--- config.mk ---
export PLATFORM = sky130hd
export DESIGN_NAME = cc_victim_sel
export DESIGN_NICKNAME = d
export VERILOG_FILES = /design/src/rtl/cc_victim_sel.sv
export SDC_FILE = /design/constraint.sdc
export NUM_CORES = 1
export LEC_CHECK = 0
export ABC_AREA = 1
export CAP_MARGIN = 10
export CORE_MARGIN = 4
export CORE_UTILIZATION = 25
export CTS_BUF_LIST = sky130_fd_sc_hd__clkbuf_16
export DETAILED_ROUTE_END_ITERATION = 8
export PLACE_DENSITY = 0.44
export SLEW_MARGIN = 10
export SYNTH_ARGS = -nofsm -noshare
export SYNTH_HDL_FRONTEND = slang
export SYNTH_SLANG_ARGS = --single-unit
--- constraint.sdc ---
create_clock -name clk -period 3.85 [get_ports clk]
set_input_delay 0.77 -clock clk [delete_from_list [all_inputs] [get_ports clk]]
set_output_delay 0.77 -clock clk [all_outputs]
set_load 0.005 [all_outputs]
--- src/rtl/cc_victim_sel.sv ---
// N-way replacement-victim selector: invalid-way priority, lock mask, and a
// run-time choice of LFSR-random, round-robin or tree-PLRU start point.
module cc_victim_sel #(
    parameter int          NUM_WAYS = 4,
    parameter logic [15:0] SEED     = 16'h0001,
    localparam int         WAY_W    = $clog2(NUM_WAYS)
) (
    input  logic                clk,
    input  logic                rst_n,
    input  logic [1:0]          mode_i,
    input  logic                update_i,
    input  logic [NUM_WAYS-1:0] valid_i,
    input  logic [NUM_WAYS-1:0] lock_i,
    input  logic                touch_i,
    input  logic [WAY_W-1:0]    touch_way_i,
    output logic [WAY_W-1:0]    victim_o,
    output logic                victim_none_o
);

    localparam logic [15:0] LFSR_INIT = (SEED == 16'h0000) ? 16'h0001 : SEED;

    // 1-based heap: node 1 is the root, children of n are 2n and 2n+1.
    typedef logic [NUM_WAYS-1:1] tree_t;

    function automatic tree_t f_touch(input tree_t t, input logic [WAY_W-1:0] way);
        tree_t            r;
        logic [WAY_W-1:0] node;
        logic [WAY_W-1:0] path;
        logic             b;
        r    = t;
        node = WAY_W'(1);
        path = way;
        for (int l = 0; l < WAY_W; l++) begin
            b       = path[WAY_W-1];
            r[node] = ~b;
            node    = WAY_W'({node, b});
            path    = path << 1;
        end
        return r;
    endfunction

    logic [15:0]         r_lfsr;
    logic [WAY_W-1:0]    r_rr_ptr;
    tree_t               r_tree;
    logic [WAY_W-1:0]    r_victim;
    logic                r_none;

    logic [NUM_WAYS-1:0] w_elig;
    logic                w_any_elig;
    logic [WAY_W-1:0]    w_plru_way;
    logic [WAY_W-1:0]    w_start;
    logic [WAY_W-1:0]    w_scan;
    logic [WAY_W-1:0]    w_victim;
    logic [15:0]         w_lfsr_next;
    tree_t               w_tree_touched;

    assign w_elig      = ~lock_i;
    assign w_any_elig  = |w_elig;
    assign w_lfsr_next = {r_lfsr[14:0], r_lfsr[15] ^ r_lfsr[13] ^ r_lfsr[12] ^ r_lfsr[10]};

    always_comb begin
        logic [WAY_W-1:0] node;
        logic             b;
        node       = WAY_W'(1);
        w_plru_way = '0;
        for (int l = 0; l < WAY_W; l++) begin
            b          = r_tree[node];
            w_plru_way = WAY_W'({w_plru_way, b});
            node       = WAY_W'({node, b});
        end
    end

    always_comb begin
        case (mode_i)
            2'd1:    w_start = r_rr_ptr;
            2'd2:    w_start = w_plru_way;
            default: w_start = r_lfsr[WAY_W-1:0];
        endcase
    end

    // Scans run high-to-low so the last hit written is the lowest offset.
    always_comb begin
        logic [WAY_W-1:0] idx;
        w_scan = '0;
        for (int k = NUM_WAYS - 1; k >= 0; k--) begin
            idx = w_start + WAY_W'(k);
            if (w_elig[idx]) w_scan = idx;
        end
        w_victim = w_scan;
        for (int i = NUM_WAYS - 1; i >= 0; i--) begin
            idx = WAY_W'(i);
            if (w_elig[idx] && !valid_i[idx]) w_victim = idx;
        end
    end

    assign w_tree_touched = touch_i ? f_touch(r_tree, touch_way_i) : r_tree;

    always_ff @(posedge clk or negedge rst_n) begin
        if (!rst_n) begin
            r_lfsr   <= LFSR_INIT;
            r_rr_ptr <= '0;
            r_tree   <= '0;
            r_victim <= '0;
            r_none   <= 1'b0;
        end else begin
            r_tree <= w_tree_touched;
            if (update_i) begin
                if (w_any_elig) begin
                    r_victim <= w_victim;
                    r_none   <= 1'b0;
                    r_lfsr   <= w_lfsr_next;
                    r_rr_ptr <= w_victim + WAY_W'(1);
                    // The victim's touch is applied last so it owns shared nodes.
                    r_tree   <= f_touch(w_tree_touched, w_victim);
                end else begin
                    r_none <= 1'b1;
                end
            end
        end
    end

    assign victim_o      = r_victim;
    assign victim_none_o = r_none;

    a_touch_way_range: assert property (@(posedge clk) disable iff (!rst_n)
        touch_i |-> (int'(touch_way_i) < NUM_WAYS));

endmodule
==> flow_metrics.env <==
export IMPL_finClkSkew_ps=1.04
export IMPL_crit_arrival_ps=2940
export IMPL_post_cts_setup_buffers=0
export IMPL_slew_viol_final=0
export IMPL_drive_gt1_share_pct=23.1
export IMPL_rows=27
export IMPL_die_w_um=84.2
export IMPL_cp_data_required_time_ps=4000
export IMPL_coreArea_um2=5570
export IMPL_initial_utilization_pct=26.0
export IMPL_setup_tns_ps=0
export IMPL_yosysMostFrequentCell="nand2_1"
export IMPL_grt_max_degree=25
export IMPL_ios=19
export IMPL_fin_cells=284
export IMPL_post_dp_cell_area_um2=1720
export IMPL_synth_area_per_cell_um2=7.56
export IMPL_hpwl_um=2410
export IMPL_synth_edf_count=0
export IMPL_vias=1161
export IMPL_syn_area_um2=1450
export IMPL_path_clk_slew_ps=60
export IMPL_cts_tree="done"
export IMPL_cts_sinks=24
export IMPL_track_usage_pct=9.81
export IMPL_insertion_delay_ps=260
export IMPL_synth_area_leader_cell="dfrtp_1"
export IMPL_tightest_slew_ps=622
export IMPL_synth_top_cells_by_count="nand2_1 (64), dfrtp_1 (23), inv_1 (20), nand2_2 (20), nand3_1 (11)"
export IMPL_first_iter_violations=21
export IMPL_cts_hold_buf=0
export IMPL_post_cts_resized=0
export IMPL_fmax_mhz=359
export IMPL_p_per_area_nw_per_um2=552
export IMPL_syn_inst=192
export IMPL_p_total_mw=1.01
export IMPL_vdd_drop_max_v=0.000256
export IMPL_ys_seq_elements=24
export IMPL_slew_headroom_pct=58.5
export IMPL_cp_end_kind="register"
export IMPL_crit_fanout=7
export IMPL_wirelength_um=3120
export IMPL_yosysSeqAreaShare_pct=41.5
export IMPL_yosys_top_cells_area="dfrtp_1 (40%), nand2_1 (17%), nand2_2 (8.6%)"
export IMPL_ant_nets=0
export IMPL_max_cap_violations=0
export IMPL_finalInstanceArea_um2=1830
export IMPL_die_area_um2=7090
export IMPL_die_h_um=84.2
export IMPL_synth_warnings=0
export IMPL_drc=0
export IMPL_wire_per_inst_um=11.0
export IMPL_cts_made_buffers=3
export IMPL_period_needed_ps=2790
export IMPL_finalHoldViolations=0
export IMPL_ctsHtreeMaxLevel=1
export IMPL_grt_pass1_vias=1185
export IMPL_dp_cells=280
export IMPL_io_buffers=18
export IMPL_yosysUniqueCellTypes=25
export IMPL_synthArstFlopShare_pct=100
export IMPL_leakagePower_nw=0.935
export IMPL_startpoint_type="primary input"
export IMPL_grt_overflow_total=0
export IMPL_rsz0062_at_grt="no"
export IMPL_hold_class="register to register"
export IMPL_outcome="complete, no violations"
export IMPL_drt_pass1_iter_count=4
export IMPL_clockBufferDepth=2
export IMPL_antenna_found_initial=0
export IMPL_fin_crit_sh_pct=72.4
export IMPL_setup_violations=0
export IMPL_cts_root_buf="clkbuf_16"
export IMPL_synth_largest_type_area_fraction_pct=39.7
export IMPL_vias_per_cell=4.09
export IMPL_n_antenna_cell=0
export IMPL_place_congestion=0.800
export IMPL_grt_first_pass_wirelength_um=5660
export IMPL_synth_nets=210
export IMPL_area_delta_synth_final_pct=25.9
export IMPL_nets=231
export IMPL_criticalPathCategory="primary input to register"
export IMPL_synthFlopType="dfrtp_1"
## kinds of logic (layout without fill, tap and decap cells)
group,count (synthesis),count (layout),synth area share (%)
AOI/OAI and AO/OA,16,16,7.07
xor gates and xnor gates,3,3,1.81
adders and majority gates,2,2,1.72
buffers and inverters,31,51,8.02
DFF,24,24,41.5
and+or+nand+nor,116,116,39.9
## final timing paths
path                            from          to  slack [ps]  cells past startpoint
max                        mode_i[0]   r_tree[0]        1060                     17
min                        r_lfsr[3]   r_lfsr[3]         470                      2
max reg2reg                r_lfsr[0]   r_tree[1]        2010                     17
min reg2reg                r_lfsr[3]   r_lfsr[3]         470                      2
max in group asynchronous      rst_n   r_lfsr[0]        2690                      2
min in group asynchronous      rst_n  r_lfsr[14]         870                      2
## flip-flops by register name, indices dropped and copies added, names as in the netlist
name           cells
r_lfsr            16
r_tree             3
r_rr_ptr           2
victim_o           2
victim_none_o      1
## cell usage in the layout (no fill, tap or decap), drive strengths merged
cell / n
nor2: 10
bufinv: 1
dfrtp: 23
a21oi: 4
o21ai: 9
nand2: 87
a31o: 1
clkbuf: 3
clkdlybuf4s50: 18
buf: 2
nand3: 15
dfstp: 1
nand3b: 2
nor4: 1
o211ai: 1
xnor2: 3
ha: 2
inv: 27
a31oi: 1
or2: 1
## layer usage
layer  part of all wire [%]  wire length [um]  GRT usage, %  up-vias
met4                    1.5                46          3.51        0
li1                       -                 -             -      632
met3                    2.0                61          1.37        5
met2                     49              1540          16.4       11
met5                      0                 0             0        -
met1                     47              1480          12.9      513
## per-stage QoR
step                      util (%)  hold slack (ps)  setup WS [ps]
after floorplan                  -              442           1490
final                         32.8              472           1060
after global routing          32.8              510            771
after detailed placement      30.9              459            767
after global placement        30.9              456            744
after CTS                     32.8              475           1040
## critical path, cell delays in order
cell and delay [ps]:
clkdlybuf4s50_1 480, inv_1 50, ha_1 350, a21oi_2 170, nand2_4 100, nand2_4 120
nand2_2 70, nand3_1 90, nand2_1 90, a21oi_1 130, nand2_1 70, nand2_1 80
nand2_2 80, nor2_4 130, inv_2 60, o21ai_2 60, inv_2 40
## where the power goes
group	internal [mW]	switching, mW
combinational	0.143	0.202
clock	0.207	0.0913
sequential	0.324	0.0422
## area by class of cell
cell class                      instances  area, um^2
Sequential cell                        24         602
Timing Repair Buffer                   20         195
Inverter                               27         101
Clock inverter                          1        30.0
Multi-Input combinational cell        137         733
Clock buffer                            3        75.1
Fill cell                             599        3750
Tap cell                               72        90.1
Power figures use the tool's default switching activity.
